**config.mk**
```make
export PLATFORM = sky130hd
export DESIGN_NAME = branch_resolve_unit
export DESIGN_NICKNAME = d
export VERILOG_FILES = /design/src/rtl/branch_resolve_unit.sv
export SDC_FILE = /design/constraint.sdc
export NUM_CORES = 1
export LEC_CHECK = 0
export ABC_AREA = 1
export CORE_MARGIN = 1
export CORE_UTILIZATION = 40
export CTS_BUF_LIST = sky130_fd_sc_hd__clkbuf_4 sky130_fd_sc_hd__clkbuf_8
export CTS_CLUSTER_SIZE = 28
export DETAILED_ROUTE_END_ITERATION = 16
export GPL_TIMING_DRIVEN = 1
export PLACE_DENSITY_LB_ADDON = 0.08
export SLEW_MARGIN = 20
export SYNTH_ARGS = -nofsm -noshare
export SYNTH_HDL_FRONTEND = slang
export SYNTH_SLANG_ARGS = --single-unit
```
**constraint.sdc**
```tcl
create_clock -name CLK -period 3.6 [get_ports CLK]
set_clock_uncertainty 0.05 [all_clocks]
set_input_delay 0.54 -clock CLK [delete_from_list [all_inputs] [get_ports CLK]]
set_output_delay 0.54 -clock CLK [all_outputs]
set_load 0.01 [all_outputs]
```
**src/rtl/branch_resolve_unit.sv**
```systemverilog
// Branch resolution in EX: registered flush/redirect on mispredict plus a small FIFO of predictor updates.
// Optional statistics counters (br_count, mp_count) are enabled by defining BRU_STATS_EN.
module branch_resolve_unit #(
   parameter int UQ_DEPTH = 2,
   parameter int CNT_W    = 16
) (
   input  logic        CLK,
   input  logic        nRST,
   input  logic        ex_valid,
   input  logic        ex_branch,
   input  logic        ex_taken,
   input  logic [31:0] ex_pc,
   input  logic [31:0] ex_target,
   input  logic        ex_ptaken,
   input  logic [31:0] ex_ptarget,
   input  logic        stall,
   input  logic        upd_ready,
   output logic        flush,
   output logic [31:0] fix_npc,
   output logic        upd_valid,
   output logic [31:0] upd_pc,
   output logic        upd_taken,
   output logic [31:0] upd_target,
   output logic        uq_drop
`ifdef BRU_STATS_EN
   ,
   output logic [CNT_W-1:0] br_count,
   output logic [CNT_W-1:0] mp_count
`endif
);

   localparam int PTR_W = $clog2(UQ_DEPTH);
   localparam logic [PTR_W:0] FULL_CNT = (PTR_W + 1)'(UQ_DEPTH);

   localparam logic ST_RUN      = 1'b0;
   localparam logic ST_REDIRECT = 1'b1;

   logic        state_q, state_d;
   logic [31:0] fix_npc_q, fix_npc_d;

   logic resolve;
   logic mispredict;

   // A branch sitting behind an asserted flush is already squashed and must not resolve.
   assign resolve    = ex_valid & ex_branch & ~stall & (state_q == ST_RUN);
   assign mispredict = (ex_ptaken != ex_taken) | (ex_taken & (ex_ptarget != ex_target));

   // NOTE: every signal assigned in always_comb gets a default first, so no path leaves it unassigned (no latch).
   always_comb begin
      state_d   = state_q;
      fix_npc_d = fix_npc_q;
      case (state_q)
         ST_RUN: begin
            if (resolve && mispredict) begin
               state_d   = ST_REDIRECT;
               fix_npc_d = ex_taken ? ex_target : ex_pc + 32'd4;
            end
         end
         default: state_d = ST_RUN;
      endcase
   end

   // NOTE: state registers use non-blocking assignments so every flop samples pre-edge values.
   always_ff @(posedge CLK or negedge nRST) begin
      if (!nRST) begin
         state_q   <= ST_RUN;
         fix_npc_q <= 32'd0;
      end else begin
         state_q   <= state_d;
         fix_npc_q <= fix_npc_d;
      end
   end

   assign flush   = (state_q == ST_REDIRECT);
   assign fix_npc = fix_npc_q;

   // ---------------- update queue ----------------
   logic [31:0]    pc_mem  [UQ_DEPTH];
   logic [31:0]    tgt_mem [UQ_DEPTH];
   logic           tkn_mem [UQ_DEPTH];

   logic [PTR_W-1:0] rd_ptr_q, wr_ptr_q;
   logic [PTR_W:0]   count_q, count_d;
   logic [31:0]      last_pc_q, last_tgt_q;
   logic             last_tkn_q;
   logic             drop_q;

   logic full, empty, pop, push;

   assign full  = (count_q == FULL_CNT);
   assign empty = (count_q == '0);
   assign pop   = ~empty & upd_ready;
   // A push into a full queue is allowed only when the head leaves in the same cycle.
   assign push  = resolve & (~full | pop);

   always_comb begin
      count_d = count_q;
      case ({push, pop})
         2'b10:   count_d = count_q + 1'b1;
         2'b01:   count_d = count_q - 1'b1;
         default: count_d = count_q;
      endcase
   end

   // NOTE: the storage array has no reset; emptiness is tracked by count_q, and the reset-visible outputs come from last_*_q.
   always_ff @(posedge CLK) begin
      if (push) begin
         pc_mem[wr_ptr_q]  <= ex_pc;
         tgt_mem[wr_ptr_q] <= ex_target;
         tkn_mem[wr_ptr_q] <= ex_taken;
      end
   end

   always_ff @(posedge CLK or negedge nRST) begin
      if (!nRST) begin
         rd_ptr_q   <= '0;
         wr_ptr_q   <= '0;
         count_q    <= '0;
         last_pc_q  <= 32'd0;
         last_tgt_q <= 32'd0;
         last_tkn_q <= 1'b0;
         drop_q     <= 1'b0;
      end else begin
         if (push) wr_ptr_q <= wr_ptr_q + PTR_W'(1);
         if (pop) begin
            rd_ptr_q   <= rd_ptr_q + PTR_W'(1);
            last_pc_q  <= pc_mem[rd_ptr_q];
            last_tgt_q <= tgt_mem[rd_ptr_q];
            last_tkn_q <= tkn_mem[rd_ptr_q];
         end
         count_q <= count_d;
         drop_q  <= resolve & full & ~pop;
      end
   end

   // When empty the port keeps showing the most recently popped entry.
   assign upd_valid  = ~empty;
   assign upd_pc     = empty ? last_pc_q  : pc_mem[rd_ptr_q];
   assign upd_target = empty ? last_tgt_q : tgt_mem[rd_ptr_q];
   assign upd_taken  = empty ? last_tkn_q : tkn_mem[rd_ptr_q];
   assign uq_drop    = drop_q;

`ifdef BRU_STATS_EN
   logic [CNT_W-1:0] br_cnt_q, mp_cnt_q;

   always_ff @(posedge CLK or negedge nRST) begin
      if (!nRST) begin
         br_cnt_q <= '0;
         mp_cnt_q <= '0;
      end else begin
         if (resolve && (br_cnt_q != '1)) br_cnt_q <= br_cnt_q + CNT_W'(1);
         if (resolve && mispredict && (mp_cnt_q != '1)) mp_cnt_q <= mp_cnt_q + CNT_W'(1);
      end
   end

   assign br_count = br_cnt_q;
   assign mp_count = mp_cnt_q;
`endif

endmodule

```
# ---- Word-level counts from Yosys, hierarchy flattened
# Memory sizes are Yosys's and may differ from the RTL's.
# Cells that the tools add are included.
dict set report op_classes {
  n_addsub 5
  eq_ne 5
  mux 9
  bitwise 15
  n_reduce_logical 4
}
# op n
set ops {}
lappend ops {{32-bit 2-to-1 mux} 3}
lappend ops {{32-bit by 3-bit adder with 32-bit output, second input constant} 1}
lappend ops {{32-bit inequality test} 1}
lappend ops {{1-bit bitwise AND} 8}
lappend ops {{1-bit 2-to-1 mux} 5}
lappend ops {{1-bit NOT} 5}
lappend ops {{2-bit equality test, second input constant} 2}
lappend ops {{2-bit case mux with 2 select lines} 1}
lappend ops {{1-bit adder, second input constant} 2}
lappend ops {{2-bit by 1-bit adder with 2-bit output, second input constant} 1}
lappend ops {{2-bit by 1-bit equality test with 1-bit output, second input constant} 1}
lappend ops {{2-bit zero test} 1}
lappend ops {{1-bit OR} 2}
lappend ops {{2-bit AND reduction} 1}
lappend ops {{2-bit nonzero test} 1}
lappend ops {{2-bit by 1-bit subtractor with 2-bit output, second input constant} 1}
lappend ops {{1-bit logical AND} 1}
lappend ops {{1-bit inequality test} 1}
dict set report word_totals {
  reg_bits 103
  ramBits 130
  input_bits 104
  output_inout_bits 100
  elab_cells 50
  n_memories 3
}
# memory depth width rd rd_clocked_by_memory_dff write_ports line
set memory_table {}
lappend memory_table {pc_mem 2 32 1 0 1 78} ;# logic [31:0] pc_mem [UQ_DEPTH];
lappend memory_table {tgt_mem 2 32 1 0 1 79} ;# logic [31:0] tgt_mem [UQ_DEPTH];
lappend memory_table {tkn_mem 2 1 1 0 1 80} ;# logic tkn_mem [UQ_DEPTH];

# ---- Depth between registers and ports, before layout
# Gate-level depths: netlist of run 1.
dict set report depth {
  depth_word 7
  ltp_mapped 13
  mapped_depth_nobuf 12
}

# ---- Worst setup path after synthesis of run 1
# OpenSTA, ideal clock, no wires.
dict set report synth_path {
  path_type {in2reg}
  startpoint {in stall}
  endpoint {mem pc_mem[1][0], enable pin}
  setup_time_ps 490
  t_arrival_ps 3630
  t_required_ps 3060
  path_slack_ps -570
  cell_stages 4
  path_buffers 0
  cell_sequence {nor2_1 and3_1 nand2_1 nor2_1}
}
dict set report synth_between {
  elab_chain_len 6
}
# element line
set synth_rtl {}
lappend synth_rtl {{start, declared} 16} ;# input logic stall,
lappend synth_rtl {{1-bit NOT} 45} ;# assign resolve = ex_valid & ex_branch & ~stall & (state_q == ST_RUN);
lappend synth_rtl {{1-bit bitwise AND (2 in a row)} 45}
lappend synth_rtl {{1-bit bitwise AND} 94} ;# assign push = resolve & (~full | pop);
lappend synth_rtl {{1-bit 2-to-1 mux} 107} ;# if (push) begin
lappend synth_rtl {{1-bit 2-to-1 mux (not written as such)} 108} ;# pc_mem[wr_ptr_q] <= ex_pc;
lappend synth_rtl {{end, declared} 78}
# Every way passes these cells.

# ---- Worst setup path in the final report of run 1
dict set report layout_path {
  startpoint {reg count_q[0]}
  endpoint {out upd_target[16]}
}
dict set report layout_between {
  elab_chain_len 2
}
# element line
set layout_rtl {}
lappend layout_rtl {{start, declared} 83} ;# logic [PTR_W:0] count_q, count_d;
lappend layout_rtl {{start signal, assigned} 131} ;# count_q <= count_d;
lappend layout_rtl {{2-bit zero test} 91} ;# assign empty = (count_q == '0);
lappend layout_rtl {{32-bit 2-to-1 mux} 139} ;# assign upd_target = empty ? last_tgt_q : tgt_mem[rd_ptr_q];
lappend layout_rtl {{end, declared} 23} ;# output logic [31:0] upd_target,
# Every way passes these cells.

==> results.json, run 1 <==
{
  "area.growth.synth_to_final_pct": 29.62,
  "top_usage_layer": "met2",
  "cts_root_buf": "clkbuf_8",
  "htree_levels": 2,
  "rsz0062_at_grt": "false",
  "num_rows": 60,
  "wirelength_um": 32020,
  "numCtsBuffers": 41,
  "gp_congestion": 0.8325,
  "min_period_over_period_pct": 92.77,
  "antenna_cells": 0,
  "cts_tree": "built",
  "hold_buffers": 0,
  "layout-drive-gt1-share_pct": 6.476,
  "ff2ff_path_depth": 5,
  "core-area_mm2": 0.02718,
  "synth_compound_area_share_pct": 7.128,
  "via_per_inst": 4.791,
  "cts.sinks": 233,
  "synth-adder-area-share_pct": 0.2235,
  "drt_pass1_iterations": 5,
  "synth-seq-cells": 233,
  "crit_buf_inv": 3,
  "synth_top_family_by_area": "simple AND/OR/NAND/NOR gates",
  "wl_per_cell_um": 16.19,
  "antenna_found_initial": 1,
  "fmaxAchievable_mhz": 299.4,
  "ys_seq_area_share_pct": 57.88,
  "clkTransAtPathRegs_ps": 50,
  "port_buffers": 203,
  "end_kind": "output port",
  "r2r_start": "flush",
  "critical_path_class": "flop to output port",
  "critPathTopFamily": "buffers and inverters",
  "path_max_fanout": 33,
  "crit_slowest_cell": "clkdlybuf4s50_1",
  "io-pin-count": 204,
  "start_kind": "flop",
  "yosys-mux-area-fraction_pct": 0,
  "synthFlopType": "edfxtp_1",
  "initialDrtViolationCount": 763,
  "cts-resized-gates": 0,
  "synth_warnings": 0,
  "syn_avg_cell_area_um2": 8.198,
  "hold_class": "primary input to async pin",
  "grt.overflow.total": 0,
  "hold_viol": 0,
  "grt_use_total_pct": 22.91,
  "syn_nets": 1472,
  "relSlewSlack_pct": 39.35,
  "finalMaxSlewViolations": 0,
  "n_fill_cell": 2611,
  "startpoint": "count_q[0]",
  "power-per-cell-area_mw_per_mm2": 681.7,
  "post-route-util_pct": 53.41,
  "ir_drop_mv": 0.2795,
  "drv_cap": 0,
  "die_area_mm2": 0.02867,
  "min_period_ps": 3340,
  "slowest_delay_ps": 600,
  "synthCells": 1366,
  "status": "complete, no violations",
  "yosys.area_share.simple_pct": 26.23,
  "hpwl_um": 22970,
  "final_cells": 1978,
  "fp.dieH_um": 169.3,
  "fin_nets": 1681,
  "async_flop_share_pct": 44.21,
  "p_leak_nw": 6.569,
  "clockBufferDepth": 3,
  "place_inst": 1904,
  "synth_edf_count": 130,
  "dieWidth_um": 169.3,
  "clock_insertion_delay_worst_skew_ps": 540,
  "r2r_slack_ps": 1440,
  "syn-cell-area_mm2": 0.01120,
  "initial_utilization_pct": 41.21,
  "grt_util_met1_pct": 31.83,
  "regToRegEndpoint": "pc_mem[0][8]",
  "grt_pass1_vias": 9050,
  "yosysUniqueCellTypes": 24,
  "drtAntennaViolNets": 0,
  "cp_data_arrival_time_ps": 2750,
  "finalSetupViolCount": 0,
  "postCtsSetupBuffers": 0,
  "vias": 9476,
  "crit_chain": "nor2_1, clkinv_2, buf_12, o21ai_0, clkdlybuf4s50_1",
  "grt_util_met3_pct": 4.244,
  "gr-usage-met2_pct": 36.32,
  "fin_tns_setup_ps": 0,
  "cp.required_ps": 3010,
  "synth_xor_area_share_pct": 1.408,
  "grt_max_degree": 100,
  "tightest_slew_ps": 908.8,
  "path_depth": 5,
  "grt_pass1_wl_um": 50210,
  "drc": 0
}
## routing by layer
metal | vias up | share of wire [%]
met5 | - | 0.041
met4 | 2 | 2.4
met2 | 289 | 46
met1 | 4400 | 45
li1 | 4725 | -
met3 | 60 | 6.7
## cells by family after synthesis
| family | Yosys count |
|---|---|
| AOI/OAI and AO/OA | 158 |
| xor gates and xnor gates | 18 |
| adders and majority gates | 2 |
| buffers and inverters | 200 |
| DFF | 233 |
| and+or+nand+nor | 755 |
## sequential cells by signal, indices dropped and copies added (netlist names)
name / cells
tgt_mem: 64
last_tgt_q: 32
last_pc_q: 32
pc_mem: 64
wr_ptr_q: 1
fix_npc: 32
flush: 1
uq_drop: 1
count_q: 2
tkn_mem: 2
last_tkn_q: 1
rd_ptr_q: 1
## synth_stat cells (3+ instances only)
library cell	n	share of area, %
buf_1	4	0.13
buf_2	17	0.76
buf_6	3	0.30
clkbuf_1	33	1.1
dfrtp_1	103	23
edfxtp_1	130	35
inv_1	142	4.8
nand2_1	621	21
nand3_1	56	2.5
nor2_1	69	2.3
o21ai_0	152	6.8
xnor2_1	7	0.55
xor2_1	11	0.86
## worst reg2reg max path: cells and delay by family (launching register included)
family | cells | cell delay, ps
flip-flops | 1 | 410
buffers and inverters | 1 | 320
AND/OR/NAND/NOR | 4 | 1050
## where the power goes
group          internal (W)  switching [W]  total, W
Clock               0.00138        0.00105   0.00243
Sequential          0.00335       0.000229   0.00358
Combinational       0.00173        0.00216   0.00389
Total               0.00646        0.00344   0.00990
## layout by cell type, fill, tap and decap left out, drive strengths merged
| master | count |
|---|---|
| clkbuf | 65 |
| clkdlybuf4s50 | 202 |
| nand3b | 2 |
| o21ai | 152 |
| or2 | 2 |
| buf | 22 |
| ha | 2 |
| nand3 | 57 |
| clkinv | 9 |
| xnor2 | 7 |
| a21oi | 2 |
| xor2 | 11 |
| inv | 142 |
| o21bai | 2 |
| nor2 | 69 |
| nand4 | 2 |
| nand2 | 622 |
| dfrtp | 103 |
| edfxtp | 130 |
| o22ai | 2 |
| and3 | 1 |
## cell type report
cell class	count	area (µm²)	share of cell area (%)
repair buffers	224	2262	15.58
flip-flops and latches	233	6482	44.66
inverters	142	534.3	3.681
clock buffers	65	782.0	5.387
clock inverters	9	45.04	0.3103
well taps	372	465.4	3.207
multi-input cells	933	3944	27.17
## worst max path at each step
stage | to | slack [ps]
after floorplan | pc_mem[1][0] | 520
after global placement | fix_npc[15] | 670
after detailed placement | fix_npc[15] | 740
after CTS | upd_target[16] | 180
after global routing | upd_pc[2] | 20
final | upd_target[16] | 260
## metrics by stage
stage               setup slack [ps]  hold slack (ps)  area, µm²  total power, W
floorplan                      515.2            194.4      11200        0.005562
global placement               667.3            404.4      13690        0.007521
detailed placement             743.8            410.9      13690        0.007564
CTS                            183.3            80.54      14520         0.01003
global route                   24.39            105.2      14520         0.01064
finish                         260.3            62.07      14520        0.009895
Note: power is estimated with default switching activity, not from simulation.
==> inputs of run 2 (changes only) <==
--- a/config.mk
+++ b/config.mk
@@ -6,13 +6,13 @@
 export NUM_CORES = 1
 export LEC_CHECK = 0
 export ABC_AREA = 1
-export CORE_MARGIN = 1
 export CORE_UTILIZATION = 40
 export CTS_BUF_LIST = sky130_fd_sc_hd__clkbuf_4 sky130_fd_sc_hd__clkbuf_8
 export CTS_CLUSTER_SIZE = 28
 export DETAILED_ROUTE_END_ITERATION = 16
 export GPL_TIMING_DRIVEN = 1
 export PLACE_DENSITY_LB_ADDON = 0.08
+export SETUP_SLACK_MARGIN = 0.2
 export SLEW_MARGIN = 20
 export SYNTH_ARGS = -nofsm -noshare
 export SYNTH_HDL_FRONTEND = slang
==> run 2 against run 1 <==
Compared with the run above:
- register-to-register slack about the same
- die area unchanged
- global-route usage unchanged
- clock-buffer cell count unchanged
- via count up 0.15%
- sequential cell count unchanged
- fmax up 5.9%
- cell area up 0.10%
- routed wire length about the same
- power up 0.12%
- critical path type unchanged
==> results.json, run 2 (synthesis gave the netlist of run 1 again) <==
{
  "area.growth.synth_to_final_pct": 29.75,
  "layout-drive-gt1-share_pct": 6.538,
  "hold_class": "primary input to async pin",
  "final_common_cell": "nand2_1",
  "cts_tree": "built",
  "num_rows": 60,
  "die_area_mm2": 0.02867,
  "grt_max_degree": 100,
  "grt_pass1_vias": 9050,
  "r2r_slack_ps": 1440,
  "end_kind": "output port",
  "initialDrtViolationCount": 786,
  "initial_utilization_pct": 41.21,
  "combPwrFrac_pct": 39.4,
  "whs_ps": 62.48,
  "worst_slack_ps": 446.7,
  "clock_insertion_delay_worst_skew_ps": 540,
  "numCtsBuffers": 41,
  "fp.dieH_um": 169.3,
  "io-pin-count": 204,
  "antenna_cells": 0,
  "finalSetupViolCount": 0,
  "tightest_slew_ps": 911.3,
  "finalMaxSlewViolations": 0,
  "cts.sinks": 233,
  "port_buffers": 203,
  "drtAntennaViolNets": 0,
  "start_kind": "flop",
  "fin_tns_setup_ps": 0,
  "drv_cap": 0,
  "path_max_fanout": 39,
  "total_power_w": 0.009907,
  "clockBufferDepth": 3,
  "grt_pass1_wl_um": 50210,
  "core-area_mm2": 0.02718,
  "dpl_worst_slack_ps": 743.8,
  "hpwl_um": 22970,
  "wl_per_cell_um": 16.20,
  "post-route-util_pct": 53.47,
  "via_per_inst": 4.798,
  "register_area_mm2": 0.006485,
  "hold_viol": 0,
  "cts_root_buf": "clkbuf_8",
  "antenna_found_initial": 1,
  "drc": 0,
  "cp_data_arrival_time_ps": 2560,
  "ir_drop_mv": 0.2786,
  "rsz0062_at_grt": "false",
  "dieWidth_um": 169.3,
  "reg_top3": "pc_mem: 64 flops, tgt_mem: 64 flops",
  "grt.overflow.total": 0,
  "cp.required_ps": 3010,
  "postCtsSetupBuffers": 0,
  "layout_common_cells": "621 x nand2_1, 202 x clkdlybuf4s50_1, 152 x o21ai_0",
  "min_period_over_period_pct": 87.59,
  "relSlewSlack_pct": 39.18,
  "fmaxAchievable_mhz": 317.1,
  "min_period_ps": 3153,
  "n_fill_cell": 2611,
  "power-per-cell-area_mw_per_mm2": 681.8,
  "p_sw_w": 0.003438,
  "htree_levels": 2,
  "vias": 9490,
  "drt_pass1_iterations": 5,
  "multi_input_area_mm2": 0.003946,
  "critical_path_class": "flop to output port",
  "wirelength_um": 32040,
  "gp_congestion": 0.8325,
  "fin_nets": 1681,
  "clkTransAtPathRegs_ps": 60,
  "hold_buffers": 0,
  "p_clk_share_pct": 24.5,
  "p_leak_nw": 6.572,
  "grt_use_total_pct": 22.91,
  "status": "complete, no violations",
  "p_sw_share_pct": 34.70,
  "internal-power_w": 0.006469,
  "p_seq_share_pct": 36.2
}
run 2: cell count changes in the layout (fill, tap and decap cells not counted), sizes merged:
cell    previous run  this run
buf               22        21
clkbuf            65        66
run 2: power groups by stage:
stage / clock network, W / registers, W / logic (W)
final: 0.00242 / 0.00358 / 0.00390
after global routing: 0.00262 / 0.00365 / 0.00439
after CTS: 0.00249 / 0.00358 / 0.00396
after detailed placement: 0 / 0.00363 / 0.00394
after global placement: 0 / 0.00362 / 0.00390
after floorplan: 0 / 0.00356 / 0.00200
run 2: worst max-delay path, cell delays in order, from the launching register on:
cell and delay, ps:
dfrtp_4 630, inv_2 110, clkbuf_8 300, nand2_1 90
nand2_1 170, nand2_1 70, o21ai_0 80, clkdlybuf4s50_1 560
run 2: final cells by class:
type,count,share of cell area [%]
flip-flops and latches,233,44.63
multi-input cells,933,27.16
repair buffers,224,15.61
clock buffers,65,5.382
inverters,142,3.703
well taps,372,3.203
clock inverters,9,0.3100
run 2: worst paths after layout:
check | from | endpoint | depth (start not counted)
setup / recovery | rd_ptr_q | upd_pc[26] | 7
hold / removal | nRST | last_pc_q[22] | 1
setup reg to reg | flush | pc_mem[0][6] | 5
hold reg to reg | fix_npc[9] | fix_npc[9] | 2
max in group asynchronous | nRST | fix_npc[16] | 2
min in group CLK | fix_npc[9] | fix_npc[9] | 2
run 2: timing repair:
action | 4_1_cts | 5_1_grt
endpoints found under the hold margin | 0 | 0
cloned | 0 | 0
gates resized for setup | 1 | 4
setup endpoints to repair | 1 | 19
run 2: metal layers:
layer  GRT usage (%)  part of all wire, %  wire (µm)
met1           31.83                   45      14570
met2           36.32                   46      14610
met3           4.244                  6.6       2116
met4           7.090                  2.3        735
met5               0                0.041         13
run 2: stage by stage:
stage          instances  instance area (µm²)
2_1_floorplan       1366                11200
3_3_place_gp        1904                13690
3_5_place_dp        1904                13690
4_1_cts             1978                14520
5_1_grt             1978                14530
6_report            1978                14530
